==> config.mk <==
export PLATFORM = sky130hd
export DESIGN_NAME = mac_seq_ctrl
export DESIGN_NICKNAME = d
export VERILOG_FILES = /design/src/rtl/mac_seq_pkg.sv /design/src/rtl/mac_issue_cnt.sv /design/src/rtl/mac_seq_ctrl.sv
export SDC_FILE = /design/constraint.sdc
export NUM_CORES = 1
export LEC_CHECK = 0
export BUFFER_PORTS_ARGS = -buffer_cell sky130_fd_sc_hd__buf_4
export CAP_MARGIN = 25
export CORE_ASPECT_RATIO = 1.2
export CORE_MARGIN = 5
export CORE_UTILIZATION = 35
export CTS_CLUSTER_DIAMETER = 30
export CTS_CLUSTER_SIZE = 28
export DETAILED_ROUTE_END_ITERATION = 12
export PLACE_DENSITY = 0.75
export SKIP_LAST_GASP = 1
export SLEW_MARGIN = 20
export SYNTH_ARGS = -nofsm -noshare
export SYNTH_HDL_FRONTEND = slang
export SYNTH_SLANG_ARGS = --single-unit
==> constraint.sdc <==
create_clock -name clk -period 3.2 [get_ports clk]
set_input_delay 0.64 -clock clk [delete_from_list [all_inputs] [get_ports clk]]
set_output_delay 0.64 -clock clk [all_outputs]
set_load 0.05 [all_outputs]
==> src/rtl/mac_seq_pkg.sv <==
`default_nettype none
// ============================================================================
// Module      : mac_seq_pkg
// Description : Shared types and widths for the MAC dot-product sequencer.
// Revision    : 1.0 - initial release
// ============================================================================
package mac_seq_pkg;

    localparam int DATA_W  = 14;   // operand width of the MAC
    localparam int ACC_W   = 28;   // accumulator width of the MAC
    localparam int MAC_LAT = 3;    // register stages from valid_in to valid_out

    typedef enum logic [2:0] {
        IDLE  = 3'd0,
        CLEAR = 3'd1,
        RUN   = 3'd2,
        DRAIN = 3'd3,
        DONE  = 3'd4
    } state_t;

endpackage
`default_nettype wire

==> src/rtl/mac_issue_cnt.sv <==
`default_nettype none
// ============================================================================
// Module      : mac_issue_cnt
// Description : Clearable up-counter with enable and terminal-count flag.
//               tc is high while count equals the programmed last value.
// Revision    : 1.0 - initial release
// ============================================================================
module mac_issue_cnt #(
    parameter int W = 7
) (
    input  logic         clk,
    input  logic         reset,
    input  logic         clr,
    input  logic         en,
    input  logic [W-1:0] last,
    output logic [W-1:0] count,
    output logic         tc
);

    // Count register: clear has priority over increment
    always_ff @(posedge clk or negedge reset) begin
        if (!reset) begin
            count <= '0;
        end else if (clr) begin
            count <= '0;
        end else if (en) begin
            count <= count + W'(1);
        end
    end

    assign tc = (count == last);

endmodule
`default_nettype wire

==> src/rtl/mac_seq_ctrl.sv <==
`default_nettype none
// ============================================================================
// Module      : mac_seq_ctrl
// Description : Sequencer for one signed dot product on a pipelined MAC.
//               Streams X/W operand pairs from synchronous memories into the
//               MAC, counts results and presents the final accumulation on a
//               valid/ready port.
// Revision    : 1.0 - initial release
// ============================================================================
module mac_seq_ctrl
    import mac_seq_pkg::*;
#(
    parameter int MAX_LEN = 64,
    parameter int ADDR_W  = 6,
    parameter int CNT_W   = 7
) (
    input  logic              clk,
    input  logic              reset,
    input  logic              start,
    input  logic [CNT_W-1:0]  len,
    output logic              busy,
    output logic              len_err,
    input  logic              hold,
    output logic              mem_rd_en,
    output logic [ADDR_W-1:0] x_addr,
    output logic [ADDR_W-1:0] w_addr,
    input  logic [DATA_W-1:0] x_data,
    input  logic [DATA_W-1:0] w_data,
    output logic              mac_reset,
    output logic [DATA_W-1:0] mac_a,
    output logic [DATA_W-1:0] mac_b,
    output logic              mac_valid_in,
    input  logic [ACC_W-1:0]  mac_f,
    input  logic              mac_valid_out,
    output logic [ACC_W-1:0]  result,
    output logic              result_valid,
    input  logic              result_ready
);

    state_t              state;
    state_t              state_next;
    logic [CNT_W-1:0]    len_q;
    logic                len_ok;
    logic                clr_cnt;
    logic                issue_en;
    logic                issue_tc;
    logic [ADDR_W-1:0]   issue_cnt;
    logic                res_en;
    logic                res_tc;
    logic [CNT_W-1:0]    res_cnt;
    logic                capture;

    assign len_ok = (len != '0) && (len <= CNT_W'(MAX_LEN));

    // Read-issue counter doubles as the memory address
    mac_issue_cnt #(.W(ADDR_W)) u_issue_cnt (
        .clk   (clk),
        .reset (reset),
        .clr   (clr_cnt),
        .en    (issue_en),
        .last  (ADDR_W'(len_q - CNT_W'(1))),
        .count (issue_cnt),
        .tc    (issue_tc)
    );

    // Result counter tracks MAC valid_out pulses of the current job
    mac_issue_cnt #(.W(CNT_W)) u_res_cnt (
        .clk   (clk),
        .reset (reset),
        .clr   (clr_cnt),
        .en    (res_en),
        .last  (len_q - CNT_W'(1)),
        .count (res_cnt),
        .tc    (res_tc)
    );

    // State register
    always_ff @(posedge clk or negedge reset) begin
        if (!reset) begin
            state <= IDLE;
        end else begin
            state <= state_next;
        end
    end

    // Next-state and per-cycle control strobes
    always_comb begin
        state_next = state;
        mem_rd_en  = 1'b0;
        issue_en   = 1'b0;
        res_en     = 1'b0;
        clr_cnt    = 1'b0;
        capture    = 1'b0;
        case (state)
            IDLE: begin
                if (start && len_ok) begin
                    state_next = CLEAR;
                end
            end
            CLEAR: begin
                clr_cnt    = 1'b1;
                state_next = RUN;
            end
            RUN: begin
                // guard keeps a stray pulse from overrunning the job length
                res_en = mac_valid_out && (res_cnt < len_q);
                if (!hold) begin
                    mem_rd_en = 1'b1;
                    issue_en  = 1'b1;
                    if (issue_tc) begin
                        state_next = DRAIN;
                    end
                end
            end
            DRAIN: begin
                res_en = mac_valid_out && (res_cnt < len_q);
                if (mac_valid_out && res_tc) begin
                    capture    = 1'b1;
                    state_next = DONE;
                end
            end
            DONE: begin
                if (result_ready) begin
                    state_next = IDLE;
                end
            end
            default: begin
                state_next = IDLE;
            end
        endcase
    end

    // Registered outputs: MAC clear, operand valid, length latch, result port
    always_ff @(posedge clk or negedge reset) begin
        if (!reset) begin
            mac_reset    <= 1'b1;
            mac_valid_in <= 1'b0;
            len_err      <= 1'b0;
            len_q        <= '0;
            result       <= '0;
            result_valid <= 1'b0;
        end else begin
            mac_reset    <= (state_next == CLEAR);
            mac_valid_in <= mem_rd_en;
            len_err      <= (state == IDLE) && start && !len_ok;
            if ((state == IDLE) && start && len_ok) begin
                len_q <= len;
            end
            if (capture) begin
                result       <= mac_f;
                result_valid <= 1'b1;
            end else if ((state == DONE) && result_ready) begin
                result_valid <= 1'b0;
            end
        end
    end

    assign busy   = (state != IDLE);
    assign x_addr = issue_cnt;
    assign w_addr = issue_cnt;

    // Memory data lines up with mac_valid_in; zero operands outside valid
    assign mac_a = mac_valid_in ? x_data : '0;
    assign mac_b = mac_valid_in ? w_data : '0;

endmodule
`default_nettype wire

* Yosys cells after proc, flatten, opt, wreduce, memory -nomap -nowiden
Index checks and enable logic that the tools add are counted.
** Cells by class
- Add/sub/neg operators :: 3
- $lt $le $gt $ge :: 2
- Equality and inequality tests :: 7
- Multiplexer cells :: 20
- Reductions and logical operators :: 16
** Operators by type and width (number)
- 14-bit two-way mux :: 2
- 3-bit two-way mux :: 5
- 3-bit one-hot mux with 5 select lines :: 1
- 7-bit two-way mux :: 2
- 6-bit two-way mux :: 2
- 1-bit logical AND :: 8
- 1-bit two-way mux :: 8
- 7-bit by 1-bit adder with 7-bit output, second input constant :: 1
- 7-bit equality test :: 1
- 7-bit less-or-equal comparator, second input constant :: 1
- 7-bit less-than comparator :: 1
- 7-bit nonzero test :: 1
- 7-bit by 1-bit subtractor with 7-bit output, second input constant :: 1
- 6-bit by 1-bit adder with 6-bit output, second input constant :: 1
- 3-bit by 1-bit equality test with 1-bit output, second input constant :: 2
- 3-bit by 2-bit equality test with 1-bit output, second input constant :: 2
- 6-bit equality test :: 1
- 2-bit nonzero test :: 3
- 3-bit equality test, second input constant :: 1
- 3-bit zero test :: 1
- 3-bit nonzero test :: 1
- 2-bit OR reduction :: 1
- 1-bit zero test :: 1
** Storage, ports and cells
- Flip-flop bits (word level) :: 55
- Output and inout bits :: 74

* Longest topological paths before layout
- Depth after elaboration :: 6
- Gate-level depth with buffers :: 8
- Depth with buffers taken out :: 7

* Cells and area by module
From an unflattened synthesis, not the netlist that was laid out.
** Unflattened totals
- Cell total of the unflattened synthesis :: 251
- Area total of the unflattened synthesis :: 2864.0 µm²
** By module, submodules not included
- mac_seq_ctrl :: times used 1, cells each 179, area an instance 2135.8 µm², seq. area each 1052.3 µm²
- mac_issue_cnt (u_res_cnt) :: times used 1, cells each 40, area an instance 395.4 µm², seq. area each 175.2 µm²
- mac_issue_cnt (u_issue_cnt) :: times used 1, cells each 32, area an instance 332.8 µm², seq. area each 150.1 µm²

* Least setup slack after synthesis
OpenSTA, ideal clock, no wires.
- Kind :: input port to flip-flop
- From :: input port hold
- To :: register u_issue_cnt.count[5]
- Library setup time :: 0.135 ns
- Data arrival time :: 2.533 ns
- Slack :: 0.532 ns
- Stages on the path :: 5
- Path buffers :: 0
- Cells stage by stage :: nor4b_2 > and4_1 > nand3_1 > xor2_1 > nor2_1
** Between the ends
- Longest elaborated chain between the ends :: 3
** Ends and longest elaborated chain
- from (decl) :: line mac_seq_ctrl.sv:23 : input logic hold,
- 1-bit two-way mux :: line mac_seq_ctrl.sv:107 : if (!hold) begin
- 1-bit two-way mux :: line mac_seq_ctrl.sv:94 : case (state)
- 2-bit nonzero test (no line)
- to (signal assigned) :: line mac_issue_cnt.sv:27 : count <= count + W'(1);
- to (decl) :: line mac_issue_cnt.sv:16 : output logic [W-1:0] count,
No other way between the ends.
A chain may end at the register's enable or synchronous reset.

* Worst setup path in the final report
- From :: register len_q[0]
- To :: register result[4]
** Between the ends
- Longest elaborated chain between the ends :: 5
** Ends and longest elaborated chain
- from (decl) :: line mac_seq_ctrl.sv:42 : logic [CNT_W-1:0] len_q;
- from (signal assigned) :: line mac_seq_ctrl.sv:147 : len_q <= len;
- 7-bit by 1-bit subtractor with 7-bit output :: line mac_seq_ctrl.sv:72 : .last (len_q - CNT_W'(1)),
- 7-bit equality test :: line mac_issue_cnt.sv:31 : assign tc = (count == last);
- 1-bit logical AND :: line mac_seq_ctrl.sv:117 : if (mac_valid_out && res_tc) begin
- 1-bit two-way mux :: line mac_seq_ctrl.sv:117
- 1-bit two-way mux :: line mac_seq_ctrl.sv:94
- to (signal assigned) :: line mac_seq_ctrl.sv:150 : result <= mac_f;
- to (decl) :: line mac_seq_ctrl.sv:35 : output logic [ACC_W-1:0] result,
No other way between the ends.

==> key figures <==
Status
  • Status: complete, no violations

Logic synthesis
  • YS warnings: 0
  • Syn Nets: about 340
  • Synthesized area: between 3000 and 4000 um^2
  • Post-synth EDFFs: 0
  • Synth Area per Inst: between 10 and 15 um^2
  • Post-synthesis sequential area ratio: between 40% and 50%
  • Yosys top cell area share: 43.5%
  • Most used DFF post-synth: dfrtp_1
  • Yosys cell types: 46
  • Synth top area cells: dfrtp_1 (44%), mux2_4 (14%), and2_1 (6.0%)
  • Asr flop ratio synth: 100%
  • Flops & latches, synth: 55
  • Synth area leader: dfrtp_1
  • Synth Instances: about 260

Clocking
  • Worst-case clock buffer depth: 2
  • CTS tree: built
  • Root buffer cell: clkbuf_8
  • CTS H-tree lvls: 2
  • # Post-CTS Setup Buffers: 0
  • Clk_lat worst skew: slightly above 0.3 ns
  • Clk slew on worst S/H paths: approximately 0.1 ns
  • # clock sinks: 55
  • Num CTS Buffers: 5
  • Hold-fix buffers, CTS: 0
  • Resize count post-CTS: 0

Timing
  • Final Setup Violations: 0
  • Final hold vios: 0
  • Total negative slack: 0 ns
  • Rel. slew slack: between 50% and 60%
  • Setup WS post-layout: around 0.54 ns
  • Slew of the pin with the lowest slew margin: between 0.6 and 0.7 ns
  • Period utilisation layout: between 80 and 90%
  • Time the worst path needs with I/O delays and setup: approximately 2.7 ns
  • Maximum clock rate: approximately 380 MHz
  • Worst clock skew: between 0.007 and 0.008 ns
  • Pins Over Slew Limit: 0
  • RSZ-0062 raised after global routing: no

Pwr
  • Lkg Pwr: approximately 2.2 nW
  • PwrDens: around 870 nW/um^2
  • Max VDD drop: ~0.27 mV

GRT
  • First-pass GRT wire length: between 10000 and 15000 um
  • Vias in the first global route: 2456
  • Largest net degree at the start of global routing: between 50 and 60
  • M3 GR Usage: 2.99%
  • GRT busiest layer: met2
  • M2 GR Usage: 24.6%
  • GRT overflow: 0
  • GRT Resource Usage Total: 14.0%
  • Met1 usage: between 15 and 20%
  • Initial antenna violation count: 0

Worst setup path
  • Crit Path Max Fanout: 18
  • Max stage delay on crit path: 0.47 ns
  • CP endpoint kind: flip-flop
  • R2R cell count: 8
  • Worst EP arrival: ~2.9 ns
  • Worst path slowest cell: xor3_1
  • Worst Setup Start Kind: flip-flop
  • CP Data Required Time: around 3.4 ns
  • Critical path class: flip-flop to flip-flop
  • Buf/Inv on CP: 2
  • CP Cell Sequence: inv_1, ha_1, xor3_1, nor4b_4, o211ai_2, a211oi_4, buf_4, mux2_4
  • Crit-path leading delay family: XOR/XNOR gates
  • Stages on worst setup path: 8

Floorplanning
  • Std cell rows: 37
  • Chip Width: approximately 96 um
  • Core area: approximately 8600 um^2
  • DIE HEIGHT: 113 um
  • Starting Density: between 30% and 40%
  • Total I/O pin count: 143
  • Die area: between 10000 and 15000 um^2

Routing
  • Final wirelength: 7750 um
  • Vias: 2423
  • ANT nets after route: 0
  • Initial DRC Count: approximately 110
  • Router iterations before antenna repair: 4
  • DRC: 0
  • DR WL/cell: approximately 15 um
  • Vias per inst: 4.64

Placement
  • Placed cells: 514
  • DP Wirelength: just over 6000 um
  • Place WS: approximately 0.55 ns
  • Port Buffers: ~140
  • Global placement routability congestion: 0.823

Run
  • MaxCap Viol Count: 0

Final layout
  • Ant diodes: 0
  • Layout cells sized above 1: 48.9%
  • Area growth syn-to-layout: 39.8%
  • Final #Nets: a little under 500
  • # fillers: 778
  • Final std cells w/o fill: ~520

Min path
  • Worst Hold Class: input pin to asynchronous set/reset pin
## layer usage
| metal | vias up | routed length [um] |
|---|---|---|
| met5 | - | 0 |
| met4 | 0 | 86 |
| met3 | 10 | 529 |
| met2 | 74 | 4110 |
| met1 | 1154 | 3030 |
| li1 | 1185 | - |
## final timing paths
path / startpoint / end / slack [ns]
worst max-delay path: len_q[0]$_DFFE_PN0P_ / result[4]$_DFFE_PN0P_ / 0.54
worst min-delay path: reset / result[13]$_DFFE_PN0P_ / 0.36
worst max register to register: len_q[0]$_DFFE_PN0P_ / result[4]$_DFFE_PN0P_ / 0.54
worst min register to register: result_valid$_DFFE_PN0P_ / result_valid$_DFFE_PN0P_ / 0.50
max in group asynchronous: reset / len_q[1]$_DFFE_PN0P_ / 2.39
min in group clk: result_valid$_DFFE_PN0P_ / result_valid$_DFFE_PN0P_ / 0.50
## worst register-to-register path: stages, from the launching register on
cell and delay [ns]:
dfrtp_1 0.44, inv_1 0.08, ha_1 0.21, xor3_1 0.47
nor4b_4 0.27, o211ai_2 0.15, a211oi_4 0.24, buf_4 0.35
mux2_4 0.34
## synth_stat cells, drive strengths merged (4+ instances only)
library cell   n
a21oi          6
and2          30
buf            9
dfrtp         54
ha            10
inv           12
mux2          34
mux2i          5
nand2         13
nand2b         4
nand3          7
nand4          4
nor2          15
o21ai          4
xnor2         10
xor2           9
## registers in the layout, summed over array words and instances, names as in the netlist
name / count
mac_reset: 1
mac_valid_in: 1
u_res_cnt.count: 7
result: 28
len_q: 7
state: 3
result_valid: 1
len_err: 1
u_issue_cnt.count: 6
## kinds of logic (layout without fill, tap and decap cells)
kind of cell	count (synthesis)	after routing	share of synthesized area [%]
AOI/OAI and AO/OA	25	25	6.17
xor gates and xnor gates	21	21	6.89
adders and majority gates	10	10	4.03
buffers and inverters	24	165	4.35
DFF	55	55	44.4
muxes	39	39	17.3
and+or+nand+nor	90	90	16.8
## power by group
group / internal [mW] / leakage, nW / total (mW) / switching, mW
logic: 0.892 / 1.45 / 2.21 / 1.32
clock network: 0.157 / 0.0485 / 0.390 / 0.233
registers: 0.886 / 0.724 / 1.16 / 0.274
## layout make-up
cell class / instances / area [um^2] / area share [%]
Clock buffer: 5 / 68.8 / 1.59
Timing Repair Buffer: 145 / 1090 / 25.1
Multi-Input combinational cell: 185 / 1590 / 36.6
Tap cell: 117 / 146 / 3.37
Sequential cell: 55 / 1380 / 31.7
Inverter: 12 / 45.0 / 1.04
Clock inverter: 3 / 22.5 / 0.519
## placed cells by master, fill, tap and decap left out, types with 9 or more instances in the layout
| cell type | Yosys | layout |
|---|---|---|
| xor2_1 | 9 | 9 |
| nand2_1 | 13 | 13 |
| buf_4 | 6 | 145 |
| dfrtp_1 | 54 | 54 |
| ha_1 | 10 | 10 |
| inv_1 | 12 | 12 |
| nor2_1 | 15 | 15 |
| xnor2_1 | 10 | 10 |
| mux2_4 | 28 | 28 |
| and2_1 | 30 | 30 |
## stage by stage
stage | instance area, um^2 | utilization [%] | total power, mW | hold WS, ns
after floorplan | 3100 | - | 2.79 | 0.344
after global placement | 4250 | 49.3 | 3.34 | 0.465
after detailed placement | 4250 | 49.3 | 3.39 | 0.484
after CTS | 4340 | 50.4 | 3.79 | 0.382
after global routing | 4340 | 50.4 | 3.99 | 0.420
final | 4340 | 50.4 | 3.76 | 0.361
No activity file was read; power rests on OpenSTA's default activity.
